File: src/rtl/demux_bus_pkg.sv
`default_nettype none
// ============================================================================
//  Package     : demux_bus_pkg
//  Description : Shared constants and types for the registered 1:N bus
//                demultiplexer and its per-channel register slices.
//  Revision    : 1.0 - initial release
// ============================================================================
package demux_bus_pkg;

    // Default geometry: 3-bit words steered to 16 channels by a 4-bit select
    localparam int DEF_DATA_W = 3;
    localparam int DEF_SEL_W  = 4;
    localparam int DEF_N_OUT  = 16;

    // Dropped-word counter saturates instead of wrapping
    localparam int                     DROP_CNT_W   = 8;
    localparam logic [DROP_CNT_W-1:0]  DROP_CNT_MAX = '1;

    typedef logic [DEF_DATA_W-1:0] data_t;

endpackage : demux_bus_pkg
`default_nettype wire

File: src/rtl/demux_chan_reg.sv
`default_nettype none
// ============================================================================
//  Module      : demux_chan_reg
//  Description : One-entry holding register for a single output channel.
//                A load always wins over a drain, so a channel that is
//                emptied and refilled on the same edge stays valid and
//                sustains one word per cycle.
//  Revision    : 1.0 - initial release
// ============================================================================
module demux_chan_reg
    import demux_bus_pkg::*;
#(
    parameter int DATA_W = DEF_DATA_W
) (
    input  logic              clk,
    input  logic              rst_n,
    input  logic              load,
    input  logic [DATA_W-1:0] load_data,
    input  logic              out_ready,
    output logic              out_valid,
    output logic [DATA_W-1:0] out_data
);

    logic              valid_q;
    logic              valid_d;
    logic [DATA_W-1:0] data_q;
    logic [DATA_W-1:0] data_d;

    // Next state: load replaces the word, otherwise a handshake empties the slot
    always_comb begin
        valid_d = valid_q;
        data_d  = data_q;
        if (load) begin
            valid_d = 1'b1;
            data_d  = load_data;
        end else if (valid_q && out_ready) begin
            valid_d = 1'b0;
        end
    end

    // Slot register; data is left untouched on drain so it stays stable
    always_ff @(posedge clk or negedge rst_n) begin
        if (!rst_n) begin
            valid_q <= 1'b0;
            data_q  <= '0;
        end else begin
            valid_q <= valid_d;
            data_q  <= data_d;
        end
    end

    assign out_valid = valid_q;
    assign out_data  = data_q;

endmodule : demux_chan_reg
`default_nettype wire

File: src/rtl/demux1x16_bus_reg.sv
`default_nettype none
// ============================================================================
//  Module      : demux1x16_bus_reg
//  Description : Registered 1:N demultiplexer for narrow buses. A single
//                valid/ready source is steered into per-channel holding
//                registers; each channel drains on its own handshake, so a
//                stalled consumer only back-pressures words addressed to it.
//                Out-of-range selects are accepted, discarded, flagged with
//                a one-cycle error pulse and counted.
//  Revision    : 1.0 - initial release
// ============================================================================
module demux1x16_bus_reg
    import demux_bus_pkg::*;
#(
    parameter int DATA_W = DEF_DATA_W,
    parameter int SEL_W  = DEF_SEL_W,
    parameter int N_OUT  = DEF_N_OUT     // legal range 2 .. 2**SEL_W
) (
    input  logic                    clk,
    input  logic                    rst_n,
    input  logic                    in_valid,
    output logic                    in_ready,
    input  logic [SEL_W-1:0]        in_sel,
    input  logic [DATA_W-1:0]       in_data,
    output logic [N_OUT-1:0]        out_valid,
    input  logic [N_OUT-1:0]        out_ready,
    output logic [N_OUT*DATA_W-1:0] out_data,
    output logic                    sel_err,
    output logic [DROP_CNT_W-1:0]   drop_cnt
);

    logic [N_OUT-1:0]      w_hit;
    logic [N_OUT-1:0]      w_load;
    logic                  w_ready;
    logic                  w_accept;
    logic                  w_in_range;
    logic                  w_drop;

    logic                  sel_err_q;
    logic                  sel_err_d;
    logic [DROP_CNT_W-1:0] drop_cnt_q;
    logic [DROP_CNT_W-1:0] drop_cnt_d;

    // One-hot decode of the select; all-zero means the select is out of range
    generate
        for (genvar k = 0; k < N_OUT; k++) begin : g_chan
            assign w_hit[k]  = (in_sel == SEL_W'(k));
            assign w_load[k] = w_accept && w_hit[k];

            demux_chan_reg #(
                .DATA_W (DATA_W)
            ) u_chan (
                .clk       (clk),
                .rst_n     (rst_n),
                .load      (w_load[k]),
                .load_data (in_data),
                .out_ready (out_ready[k]),
                .out_valid (out_valid[k]),
                .out_data  (out_data[k*DATA_W +: DATA_W])
            );
        end
    endgenerate

    assign w_in_range = |w_hit;
    assign w_accept   = in_valid && w_ready;
    assign w_drop     = w_accept && !w_in_range;

    // Ready looks only at the addressed slot; unknown destinations always sink
    always_comb begin
        w_ready = 1'b1;
        for (int k = 0; k < N_OUT; k++) begin
            if (w_hit[k]) begin
                w_ready = !out_valid[k] || out_ready[k];
            end
        end
    end

    assign in_ready = w_ready;

    // Error pulse follows each discarded word; drop counter sticks at its max
    always_comb begin
        sel_err_d  = w_drop;
        drop_cnt_d = drop_cnt_q;
        if (w_drop && (drop_cnt_q != DROP_CNT_MAX)) begin
            drop_cnt_d = drop_cnt_q + 1'b1;
        end
    end

    // Error flag and drop counter registers
    always_ff @(posedge clk or negedge rst_n) begin
        if (!rst_n) begin
            sel_err_q  <= 1'b0;
            drop_cnt_q <= '0;
        end else begin
            sel_err_q  <= sel_err_d;
            drop_cnt_q <= drop_cnt_d;
        end
    end

    assign sel_err  = sel_err_q;
    assign drop_cnt = drop_cnt_q;

endmodule : demux1x16_bus_reg
`default_nettype wire

File: config.mk
export PLATFORM = sky130hd
export DESIGN_NAME = demux1x16_bus_reg
export DESIGN_NICKNAME = d
export VERILOG_FILES = /design/src/rtl/demux_bus_pkg.sv /design/src/rtl/demux_chan_reg.sv /design/src/rtl/demux1x16_bus_reg.sv
export SDC_FILE = /design/constraint.sdc
export NUM_CORES = 1
export LEC_CHECK = 0
export BUFFER_PORTS_ARGS = -buffer_cell sky130_fd_sc_hd__buf_2
export CORE_ASPECT_RATIO = 1.75
export CORE_UTILIZATION = 47
export CTS_CLUSTER_DIAMETER = 120
export DETAILED_ROUTE_END_ITERATION = 8
export PLACE_DENSITY = 0.75
export SLEW_MARGIN = 20
export SYNTH_ARGS = -nofsm -noshare
export SYNTH_HDL_FRONTEND = slang
export SYNTH_HIERARCHICAL = 1
export SYNTH_SLANG_ARGS = --single-unit
File: constraint.sdc
create_clock -name clk -period 4.2 [get_ports clk]
set_input_delay 0.21 -clock clk [delete_from_list [all_inputs] [get_ports clk]]
set_output_delay 0.21 -clock clk [all_outputs]
set_load 0.01 [all_outputs]
==> results.md <==
Status:
- The flow ran to the end, but the final reports show violations.
- The final reports fail on negative hold slack.

Clock tree:
- The tree built by TritonCTS fans out to 73 sinks.
- The number of cells upsized or downsized after cts is 0.
- The H-tree was split into 3 levels.
- Buffers inserted during clock tree synthesis total 9.
- TritonCTS built the clock tree.
- For this design, the CTS-stage hold fixing added 0 buffers.
- The number of setup buffers added after CTS is 0.
- The cell at the root of the clock tree is sky130_fd_sc_hd__clkbuf_16.
- After clock tree synthesis, the clock-pin slew on the worst setup and hold paths is 50 ps.
- No sink is reached through more buffers than the 2 on the longest clock path.
- The clock insertion delay at the later pin of the skew report is ~330 ps.

Placement:
- Prior to clock tree synthesis, the placed netlist has a worst setup slack of roughly 1900 ps.
- The number of buffers added on ports is 99.
- The placer's final routability congestion estimate is 0.873.
- The placement-stage cell area is 0.00370 mm2.
- Detailed placement finished with a half-perimeter wire length of 5.02 mm.
- The number of cells in the design after placement is 400.

STA:
- The final worst-path cycle share is 52.0%.
- The worst path setup slack after routing is 2020 ps.
- Timing would allow up to roughly 460 MHz.
- The count of pins over their slew limit was 0.
- Clock skew on the completed layout was measured at 3.92 ps.
- Setup repair after global routing left no endpoint under its margin.
- The slew of the pin with the lowest slew margin is 913 ps.
- The worst hold margin is -9.87 ps.
- Setup violations remaining at the end of the flow were counted as 0.
- Setup total negative slack on the finished layout was measured at 0 ps.
- The total count of hold-check failures in the final report is 4.
- Subtracting the final worst setup slack from the clock period gives 2180 ps.
- The worst pin sits at a relative slew slack of 39.1%.

Cells and area:
- The final standard cell count with taps included and fillers excluded is 415.
- For this run, the post-layout net count is 355.
- The final instance area is 0.00396 mm2.
- Compared with the post-synthesis result, the final layout area differs by 25.1%.
- The fraction of layout instances using a drive strength above 1 is 57.1%.
- Measured on the finished design, the core utilization comes to 61.0%.
- The repair_antennas step left the layout with diodes totalling 0.

Floorplanning:
- The floorplan row count is 39.
- The floorplan step defined a die boundary enclosing ~0.0071 mm2.
- For this design the top-level I/O count stands at 100.
- The die is 111 um tall.
- The die is roughly 64 um wide.
- The initial standard-cell utilization of the core is between 40% and 50%.
- In this run the standard cell core region covers 0.00649 mm2.

Logic synthesis:
- The cell type with the largest total area after synthesis is sky130_fd_sc_hd__dfrtp_1.
- Synthesis produced a netlist with a net count of 258.
- A synthesized cell averages approximately 14 um2.
- The share of synthesized area occupied by flip-flops and latches is approximately 58%.
- Of all flip-flops after synthesis, the portion carrying an async set or reset was 100%.
- In the post-synthesis netlist, the biggest area contributors are sky130_fd_sc_hd__dfrtp_1 58%, sky130_fd_sc_hd__mux2_2 17%, sky130_fd_sc_hd__a21o_2 4.4%.
- The cell area that synthesis handed to floorplanning was 0.00316 mm2.
- The count of yosys warnings during synthesis is 6.
- The most used flip-flop cell after synthesis is sky130_fd_sc_hd__dfrtp_1.
- In this run, synthesis produced a sequential element count of 73.
- Counting flops with a built-in enable in the synthesized netlist gives 0.
- The synthesized instance count is 232.
- The area share of the largest cell type after synthesis is around 58%.
- The distinct cell type count after synthesis is 43.

Power:
- In this run, the combinational gates consume 19.0% of the power.
- The worst IR drop on VDD is 0.349 mV.
- The total power draw is between 1.5 and 2 mW.
- The internal power of the cells totals 1.41 mW.
- Of the total power, registers draw 45.9%.
- The switching component of the power is 0.499 mW.
- For this design the ratio of total power to cell area is 482 mW/mm2.
- For this design the static power due to leakage is 2.06 nW.
- The switching share of power is 26.1%.
- The fraction of power consumed by the clock network is 35.2%.

Routing:
- The met3 routed wirelength is 314 um.
- The number of nets still failing antenna checks after routing is 0.
- The routed design has approximately 7.0 mm of wire.
- The highest metal layer with signal wires is met4.
- The routed length on met1 is 2.57 mm.
- After detailed routing, the number of vias per cell comes to 5.18.
- Dividing the detail-routed wire length by the instance count gives 16.8 um.
- The detailed-router iteration count before antenna repair is 4.
- For this block, the initial DRC count from the detailed router was 94.
- The count of unresolved DRC violations after routing is 0.
- Summing over every cut layer, the via total after detailed routing is 2,148.
- The met2 wire length is around 3.8 mm.

Critical path:
- The critical path startpoint is g_chan[8].u_chan/out_valid.
- Traced cell by cell, the critical path runs through nor3b_1 > or3_1 > a32oi_2 > nand3b_1 > o21ai_2 > buf_2.
- The highest-delay cell along the critical path is sky130_fd_sc_hd__or3_1.
- The beginning of the worst register-to-register path is g_chan[8].u_chan/out_valid.
- The register-to-register setup slack is approximately 2000 ps.
- The kind of end point of the critical path is a primary output.
- The number of cells on the worst reg-to-reg path is 5.
- STA classifies the critical path startpoint as a register.
- The critical path class is reg -> out.
- In this design, the largest share of critical-path delay is due to simple AND/OR/NAND/NOR gates.
- The required time of the critical path is between 3000 and 4000 ps.
- The endpoint identified for the worst register-to-register timing path is g_chan[7].u_chan/out_data[2].
- Counting both buffers and inverters, the worst setup path holds a total of 1.
- In this run the worst path has a maximum fanout of 5.
- On the worst path, the slowest cell contributes a delay of roughly 400 ps.
- The arrival time of data at the critical path endpoint is 1970 ps.
- The critical path depth is 6.
- The end of the critical path is in_ready.

Global routing:
- Global routing finished with a remaining overflow of 0.
- The pin count of the biggest net entering global routing is 74.
- The global-route usage over all layers is 22.0%.
- The global-route wire length before repair is 11.4 mm.
- The via count of the first global-routing pass came to 2,277.
- The number of antenna violations at the first check in global routing is 0.

Hold path:
- The class of the worst hold path is in -> async.

Flow run:
- The reported max-cap violation count is 0.
-- cell usage after synthesis (all sizes together) (2+ instances only) --
library cell	count
nand2b	8
dfrtp	73
a21oi	3
or2	2
buf	3
nand2	2
nor3b	3
nor3	3
o31ai	2
nor4b	3
inv	24
o21ai	3
clkbuf	10
and4	2
mux2	48
a21o	16
o32ai	2
nor4	10
-- per-layer routing --
metal | vias to the layer above | global-route usage (%)
met2 | 60 | 36.7
met4 | 0 | 15.5
met3 | 17 | 4.75
met1 | 1069 | 24.2
li1 | 1002 | -
met5 | - | 0
-- worst register-to-register path: cells and delay by family (launching register included) --
family | cells | cell delay [ps]
compound gates | 1 | 280
simple gates | 3 | 1010
flops | 1 | 380
mux | 1 | 400
-- power by group through the flow --
| stage | Clock, mW | Sequential [mW] | Combinational [mW] |
|---|---|---|---|
| 4_1_cts | 0.685 | 0.877 | 0.368 |
| 3_5_place_dp | 0 | 0.888 | 0.366 |
| 6_report | 0.671 | 0.875 | 0.362 |
| 3_3_place_gp | 0 | 0.883 | 0.358 |
| 5_1_grt | 0.716 | 0.889 | 0.390 |
| 2_1_floorplan | 0 | 0.939 | 0.135 |
-- cell type report --
| class | count | area [um2] |
|---|---|---|
| fillers | 555 | 2530 |
| flip-flops and latches | 73 | 1830 |
| multi-input cells | 122 | 1180 |
| repair buffers | 99 | 498 |
| clock buffers | 15 | 258 |
| well taps | 82 | 103 |
| inverters | 24 | 90.1 |
-- cell usage in the layout, fill, tap and decap left out, types with 2 or more instances in the layout --
master	netlist	final
sky130_fd_sc_hd__nand2b_1	7	7
sky130_fd_sc_hd__nor4_1	3	3
sky130_fd_sc_hd__dfrtp_1	73	73
sky130_fd_sc_hd__clkbuf_1	9	5
sky130_fd_sc_hd__buf_2	1	98
sky130_fd_sc_hd__clkbuf_16	0	9
sky130_fd_sc_hd__a21o_2	16	16
sky130_fd_sc_hd__and4_1	2	2
sky130_fd_sc_hd__o21ai_0	2	2
sky130_fd_sc_hd__nor3_1	2	2
sky130_fd_sc_hd__inv_1	24	24
sky130_fd_sc_hd__or2_1	2	2
sky130_fd_sc_hd__a21oi_1	2	2
sky130_fd_sc_hd__nor4_2	7	7
sky130_fd_sc_hd__o32ai_1	2	2
sky130_fd_sc_hd__nor3b_1	3	3
sky130_fd_sc_hd__mux2_2	48	48
sky130_fd_sc_hd__o31ai_1	2	2
sky130_fd_sc_hd__nor4b_4	2	2
-- worst min path at each step --
stage	startpoint	to	slack (ps)	depth (start not counted)
3_3_place_gp	drop_cnt[2]	drop_cnt[2]	360	0
3_5_place_dp	drop_cnt[0]	drop_cnt[0]	360	0
6_report	rst_n	g_chan[12].u_chan/out_data[1]	-10	1
5_1_grt	rst_n	g_chan[12].u_chan/out_data[1]	90	1
2_1_floorplan	rst_n	drop_cnt[0]	-90	0
4_1_cts	rst_n	g_chan[12].u_chan/out_data[1]	40	1
-- state kept, by name, summed over array words and instances, names as in the netlist --
name	flops
g_chan.u_chan/out_valid	16
g_chan.u_chan/out_data	48
drop_cnt	8
sel_err	1
-- logic make-up after synthesis --
group                  share of synthesized area, %
DFF                                            57.8
other                                         0.119
buffers and inverters                          4.91
muxes                                          17.1
AOI/OAI and AO/OA                              8.19
and+or+nand+nor                                11.9
Power figures use the tool's default switching activity.
